[config.mk]
export PLATFORM = sky130hd
export DESIGN_NAME = grslatch_flat
export DESIGN_NICKNAME = d
export VERILOG_FILES = /design/src/rtl/grslatch_pkg.sv /design/src/rtl/grslatch_if.sv /design/src/rtl/grslatch_delay.sv /design/src/rtl/grslatch.sv /design/src/flat_wrapper.sv
export SDC_FILE = /design/constraint.sdc
export NUM_CORES = 1
export LEC_CHECK = 0
export ABC_AREA = 1
export CAP_MARGIN = 20
export CORE_AREA = 2 2 39 41
export CTS_CLUSTER_DIAMETER = 50
export DETAILED_ROUTE_END_ITERATION = 10
export DIE_AREA = 0 0 41 43
export PLACE_DENSITY = 0.3
export RECOVER_POWER = 25
export SLEW_MARGIN = 20
export SYNTH_ARGS = -nofsm -noshare
export SYNTH_HDL_FRONTEND = slang
export SYNTH_SLANG_ARGS = --single-unit
export TNS_END_PERCENT = 50
[constraint.sdc]
create_clock -name CLK -period 0.8 [get_ports CLK]
set_input_delay 0.16 -clock CLK [delete_from_list [all_inputs] [get_ports CLK]]
set_output_delay 0.16 -clock CLK [all_outputs]
set_load 0.05 [all_outputs]
[src/rtl/grslatch_pkg.sv]
// Shared types for the gated RS latch: operation decode, output record and reset value.
// Pure declarations; no state, no latency, no flow control.
package grslatch_pkg;

    localparam int DELAY_MIN = 1;
    localparam int DELAY_MAX = 15;

    typedef enum logic [1:0] {
        OP_HOLD   = 2'd0,
        OP_SET    = 2'd1,
        OP_RESET  = 2'd2,
        OP_FORBID = 2'd3
    } latch_op_t;

    typedef struct packed {
        logic q;
        logic ql;
        logic forbid;
        logic race;
    } latch_out_t;

    localparam latch_out_t LATCH_RST = '{q: 1'b0, ql: 1'b1, forbid: 1'b0, race: 1'b0};

    // A closed gate looks exactly like R=S=0 to the core.
    function automatic latch_op_t decode_op(input logic ena, input logic r, input logic s);
        latch_op_t op;
        op = OP_HOLD;
        if (ena) begin
            case ({r, s})
                2'b01:   op = OP_SET;
                2'b10:   op = OP_RESET;
                2'b11:   op = OP_FORBID;
                default: op = OP_HOLD;
            endcase
        end
        return op;
    endfunction

endpackage

[src/rtl/grslatch_if.sv]
// Gate/set/reset inputs and latch status outputs of one gated RS latch.
// The driver of ENA/R/S uses master; the latch itself uses slave.
interface grslatch_if;
    logic ENA;
    logic R;
    logic S;
    logic Q;
    logic Q_L;
    logic FORBID;
    logic RACE;

    modport master (
        output ENA, R, S,
        input  Q, Q_L, FORBID, RACE
    );

    modport slave (
        input  ENA, R, S,
        output Q, Q_L, FORBID, RACE
    );
endinterface

[src/rtl/grslatch_delay.sv]
// DELAY-deep shift register of latch output records, flushed to LATCH_RST by synchronous reset.
// Latency DELAY cycles from din to dout; no backpressure, advances every clock.
module grslatch_delay
    import grslatch_pkg::*;
#(
    parameter int DELAY = 1
) (
    input  logic       clk,
    input  logic       rst,
    input  latch_out_t din,
    output latch_out_t dout
);

    latch_out_t stage [DELAY];

    always_ff @(posedge clk) begin
        if (rst) begin
            for (int i = 0; i < DELAY; i++) begin
                stage[i] <= LATCH_RST;
            end
        end else begin
            stage[0] <= din;
            for (int i = 1; i < DELAY; i++) begin
                stage[i] <= stage[i-1];
            end
        end
    end

    assign dout = stage[DELAY-1];

endmodule

[src/rtl/grslatch.sv]
// Cycle model of a gated NOR-style RS latch with forbidden-state and race reporting.
// Outputs appear DELAY cycles after the sampling edge; no backpressure, inputs sampled every edge.
module grslatch
    import grslatch_pkg::*;
#(
    parameter int   DELAY  = 1,
    parameter logic RACE_Q = 1'b0
) (
    input  logic           CLK,
    input  logic           RST,
    grslatch_if.slave      io
);

    if (DELAY < DELAY_MIN || DELAY > DELAY_MAX) begin : g_bad_delay
        $error("grslatch: DELAY must be in 1..15");
    end

    latch_op_t  op;
    latch_out_t core;
    latch_out_t core_nxt;
    latch_out_t out_dly;

    assign op = decode_op(io.ENA, io.R, io.S);

    // Leaving R=S=1 without one side winning (both released, or gate closing)
    // is resolved to RACE_Q so the core never holds Q=Q_L=0 with the gate shut.
    always_comb begin
        core_nxt        = core;
        core_nxt.forbid = 1'b0;
        core_nxt.race   = 1'b0;
        unique case (op)
            OP_SET: begin
                core_nxt.q  = 1'b1;
                core_nxt.ql = 1'b0;
            end
            OP_RESET: begin
                core_nxt.q  = 1'b0;
                core_nxt.ql = 1'b1;
            end
            OP_FORBID: begin
                core_nxt.q      = 1'b0;
                core_nxt.ql     = 1'b0;
                core_nxt.forbid = 1'b1;
            end
            default: begin
                if (core.forbid) begin
                    core_nxt.q    = RACE_Q;
                    core_nxt.ql   = ~RACE_Q;
                    core_nxt.race = 1'b1;
                end
            end
        endcase
    end

    always_ff @(posedge CLK) begin
        if (RST) begin
            core <= LATCH_RST;
        end else begin
            core <= core_nxt;
        end
    end

    // The first delay stage captures the same value as the core register,
    // so DELAY=1 makes the new state visible right after the sampling edge.
    grslatch_delay #(
        .DELAY (DELAY)
    ) u_delay (
        .clk  (CLK),
        .rst  (RST),
        .din  (core_nxt),
        .dout (out_dly)
    );

    assign io.Q      = out_dly.q;
    assign io.Q_L    = out_dly.ql;
    assign io.FORBID = out_dly.forbid;
    assign io.RACE   = out_dly.race;

endmodule

[src/flat_wrapper.sv]
// flat-port wrapper written by rule: the top's interface ports become plain ports
module grslatch_flat import grslatch_pkg::*;
#(
    parameter int   DELAY  = 1,
    parameter logic RACE_Q = 1'b0
)
  (CLK, RST, io_ENA, io_R, io_S, io_Q, io_Q_L, io_FORBID, io_RACE);
  grslatch_if io_i ();
  input  logic CLK;
  input  logic RST;
  input wire logic [$bits(io_i.ENA)-1:0] io_ENA;
  input wire logic [$bits(io_i.R)-1:0] io_R;
  input wire logic [$bits(io_i.S)-1:0] io_S;
  output wire logic [$bits(io_i.Q)-1:0] io_Q;
  output wire logic [$bits(io_i.Q_L)-1:0] io_Q_L;
  output wire logic [$bits(io_i.FORBID)-1:0] io_FORBID;
  output wire logic [$bits(io_i.RACE)-1:0] io_RACE;
  assign io_i.ENA = io_ENA;
  assign io_i.R = io_R;
  assign io_i.S = io_S;
  assign io_Q = io_i.Q;
  assign io_Q_L = io_i.Q_L;
  assign io_FORBID = io_i.FORBID;
  assign io_RACE = io_i.RACE;
  grslatch #(.DELAY(DELAY), .RACE_Q(RACE_Q)) u_core (.CLK(CLK), .RST(RST), .io(io_i));
endmodule
# Word level (Yosys, flattened, before mapping)
# Memory sizes are Yosys's and may differ from the RTL's.
# Index checks and enable logic that the tools add are counted.
# classes
add_sub_neg	0
n_mul	0
n_div	0
n_lt_le_gt_ge	0
n_eq_ne	6
shifts	0
muxes	12
n_bitwise	0
n_reduce_logical	2
# op_table
operator	n
2-bit case mux with 3 select lines	2
2-bit == test, second input constant	4
1-bit 2-to-1 mux	7
2-bit by 1-bit == test with 1-bit output, second input constant	2
2-bit 2-to-1 mux	2
4-bit 2-to-1 mux	1
4-bit OR reduction	1
3-bit OR reduction	1
# word_totals
register_bits	3
latchBits	0
mem_bits_rw	4
rom_bits	0
input_bits	5
out_inout_bits	4
elab_cells	24
memories	1
# mem_list
name	words	width	rd	rd_ports_with_merged_regs	write_ports	line	text
u_core.u_delay.stage	1	4	1	0	1	grslatch_delay.sv:14	latch_out_t stage [DELAY];

# Depth between registers and ports, before layout
# logic_depth
word_depth	7
ltp_mapped	4
mapped_depth_nobuf	4

# By module
# A second synthesis with hierarchy kept.
# hier_totals
cells_unflattened	35
area_unflattened_um2	249.0
# by_module_without_submodules
module	instances	cells_each	area_each_um2	seq_area_each_um2
grslatch	1	22	135.1	60.1
grslatch_delay	1	13	113.9	80.1

# Worst setup path after synthesis
# OpenSTA, ideal clock, no wires.
# synth_path
kind	register to register
start	memory u_core.u_delay.stage[0][1] in the netlist's numbering
end	register u_core.core[3] in the netlist's numbering
setup_time_ns	0.118
arrival_ns	0.854
required_ns	0.682
setup_slack_ns	-0.171
path_stages_with_launch	4
path_buffers	0
period_less_slack_ns	0.971
cell_sequence	dfxtp_1 > inv_1 > nand2_1 > a21oi_1
# synth_lines
item	line	text
start: declaration	grslatch_delay.sv:14	
end signal: assignment	grslatch.sv:59	core <= core_nxt;
end: declaration	grslatch.sv:19	latch_out_t core;

# Worst setup path in the final report
# layout_path
start	memory u_core.u_delay.stage[0][1] in the netlist's numbering
end	output port io_FORBID
# layout_between
elab_chain_len	1
# layout_lines
item	line	text
memory read 1 x 4 bit	n/a	
end: declaration	flat_wrapper.sv:16	output wire logic [$bits(io_i.FORBID)-1:0] io_FORBID;
# No other way between the ends.

==> impl_metrics.ini <==
[yosys]
yosys-top-cells-area = dfxtp_1, nand2_1, nand2_2, inv_1, nor2_1
synth_nets = 25
synthAdderAreaFrac_pct = 0
ys_seq_area_share_pct = 54.2
synth_top_family_by_area = simple AND/OR/NAND/NOR gates
synth-seq-cells = 4
synth_area_um2 = 148
syn_area_per_cell_um2 = 7.38
yosysTopAreaCell = dfxtp_1
synth-compound-area-share_pct = 3.39
yosys.area_share.simple_pct = 34.7
yosysUniqueCellTypes = 7
synthMuxAreaShare_pct = 0
synth_xor_area_share_pct = 0
synth_cells = 20
synth_top_area_share_pct = 54.2
yosysWarningCount = 0

[worst_setup_path]
crit_required_ns = 0.64
cp_max_fo = 3
startpoint_type = flip-flop
critPathBufInv = 1
worstSetupPathType = reg -> out
critical_path.slowest_cell = dfxtp_4
critPathCaptureType = output port
worstPathArrival_ns = 0.72
cp_top_family = flip-flops
crit_chain = buf_12
critical-path-max-stage-delay_ns = 0.35

[power_and_ir_drop]
totalPowerFinal_mw = 0.595
irDropWorstVdd_mv = 0.412
power_frac_clock_pct = 41.0
switchingPower_mw = 0.150
p_per_area_mw_per_mm2 = 1870
p_leak_nw = 0.140
internal_power_mw = 0.445
switching_share_pct = 25.2
p_comb_share_pct = 21.7
seq_power_share_pct = 37.3

[clocking]
clk_pin_slew_worst_paths_ns = 0.04
htreeDepth = 1
cts.sinks = 4
cts_setup_buffers = 0
cts_made_buffers = 3
tritoncts = yes
clock_path_buffers = 2
insertion_delay_ns = 0.23
root_buffer = clkbuf_4
ctsHoldBuffers = 0

[placement]
post_dp_cell_area_um2 = 290
port-buffer-count = 8
dp_hpwl_um = 288
routabilityCongestion = 0.574

[global_routing]
met3_usage_pct = 3.14
grt_pass1_vias = 146
grt-busiest-layer = met4
grt_max_degree = 4
grtUsageMet2_pct = 4.69
grt.total_usage_pct = 4.41
grt_pass1_wl_um = 455
overflow = 0
grt_antenna_before_repair = 0
gr-usage-met1_pct = 4.47

[sta]
period_share_pct = 110
skew_ns = 0.00291
max_freq_mhz = 1130
maxSlewViolCount = 0
fin_ws_ns = -0.0838
fin_crit_ns = 0.884
hold_viol_final = 0
hold_slack_ns = 0.475
worst_slew_pin_slew_ns = 0.103
max_slew_margin_pct = 93.1
grt_setup_unrepaired = yes
final-setup-viol-count = 7

[route]
wl_per_cell_um = 6.55
num_vias = 151
ant_nets = 0
dr.pass1.iters = 1
drtIter0Drc = 0
wirelength_um = 308
vias_per_cell = 3.21
drcViolationCount = 0

[floorplan]
die_x_um = 41
die_y_um = 43
initial_core_util_pct = 10.7
dieArea_mm2 = 0.00176
rows = 14
core_area_mm2 = 0.00138
ios = 9

[status]
status = complete, but fails checks
violations = negative setup slack

[job]
maxCapViolCount = 0

[cells_and_area]
num_antenna_cells = 0
final_design_area_no_fill_um2 = 318
nNetsFinal = 38
drive_gt1_share_pct = 41.9
synthToLayoutAreaGrowth_pct = 115
fin_util_pct = 23.0
final_common_cell = nand2_1
layout_common_cells = nand2_1, buf_12

[hold_path]
worstHoldPathType = reg -> reg
[per-stage QoR]
step / setup TNS, ns / setup WS (ns) / cells
2_1_floorplan: -0.0837 / -0.0837 / 20
3_3_place_gp: -0.606 / -0.196 / 44
3_5_place_dp: -0.652 / -0.203 / 44
4_1_cts: -0.329 / -0.0990 / 47
5_1_grt: -0.564 / -0.103 / 47
6_report: -0.397 / -0.0838 / 47
[synth_stat cells, drive strengths merged]
| cell | instances |
|---|---|
| nand2 | 9 |
| dfxtp | 4 |
| inv | 3 |
| nor2 | 2 |
| a21oi | 1 |
| nand3 | 1 |
[metal layers]
layer | vias up | wire, um
met4 | 0 | 0
met3 | 0 | 40
met1 | 61 | 135
met5 | - | 0
li1 | 81 | -
met2 | 9 | 132
[cells by family after synthesis]
family / Yosys count
simple gates: 12
flops: 4
buf+inv: 3
compound gates: 1
[power by group through the flow]
stage	Combinational (mW)	Clock, mW	Sequential [mW]
floorplan	0.0259	0	0.258
CTS	0.132	0.260	0.222
detailed placement	0.131	0	0.227
finish	0.129	0.244	0.222
global route	0.137	0.261	0.224
global placement	0.131	0	0.227
[final cells by class]
type / count / area [um^2]
Clock buffer: 3 / 22.5
Timing Repair Buffer: 8 / 120
Tap cell: 16 / 20.0
Fill cell: 162 / 1070
Multi-Input combinational cell: 13 / 56.3
Sequential cell: 4 / 87.6
Inverter: 3 / 11.3
[what timing repair did]
| item | CTS | global route |
|---|---|---|
| endpoints found under the hold margin | 0 | 0 |
| endpoints found under the setup margin | 4 | 4 |
| gates resized for setup | 3 | 0 |
[worst reg2reg max path, delay by kind of cell, from the launching register on]
family / cells / cell delay, ns
buffers and inverters: 1 / 0.07
flip-flops: 1 / 0.35
AND/OR/NAND/NOR: 3 / 0.15
[registers in the layout, summed over array words and instances, names as in the netlist]
register	count
u_core.core	1
u_core.u_delay.stage	3
[worst paths after layout]
kind / from / to / slack, ns / depth (start not counted)
min: u_core.core[3] / u_core.core[3] / 0.47 / 2
max reg2reg: u_core.u_delay.stage[0][1] / u_core.u_delay.stage[0][2] / 0.13 / 4
min reg2reg: u_core.core[3] / u_core.core[3] / 0.47 / 2
max: u_core.u_delay.stage[0][1] / io_FORBID / -0.08 / 1
Power figures use the tool's default switching activity.
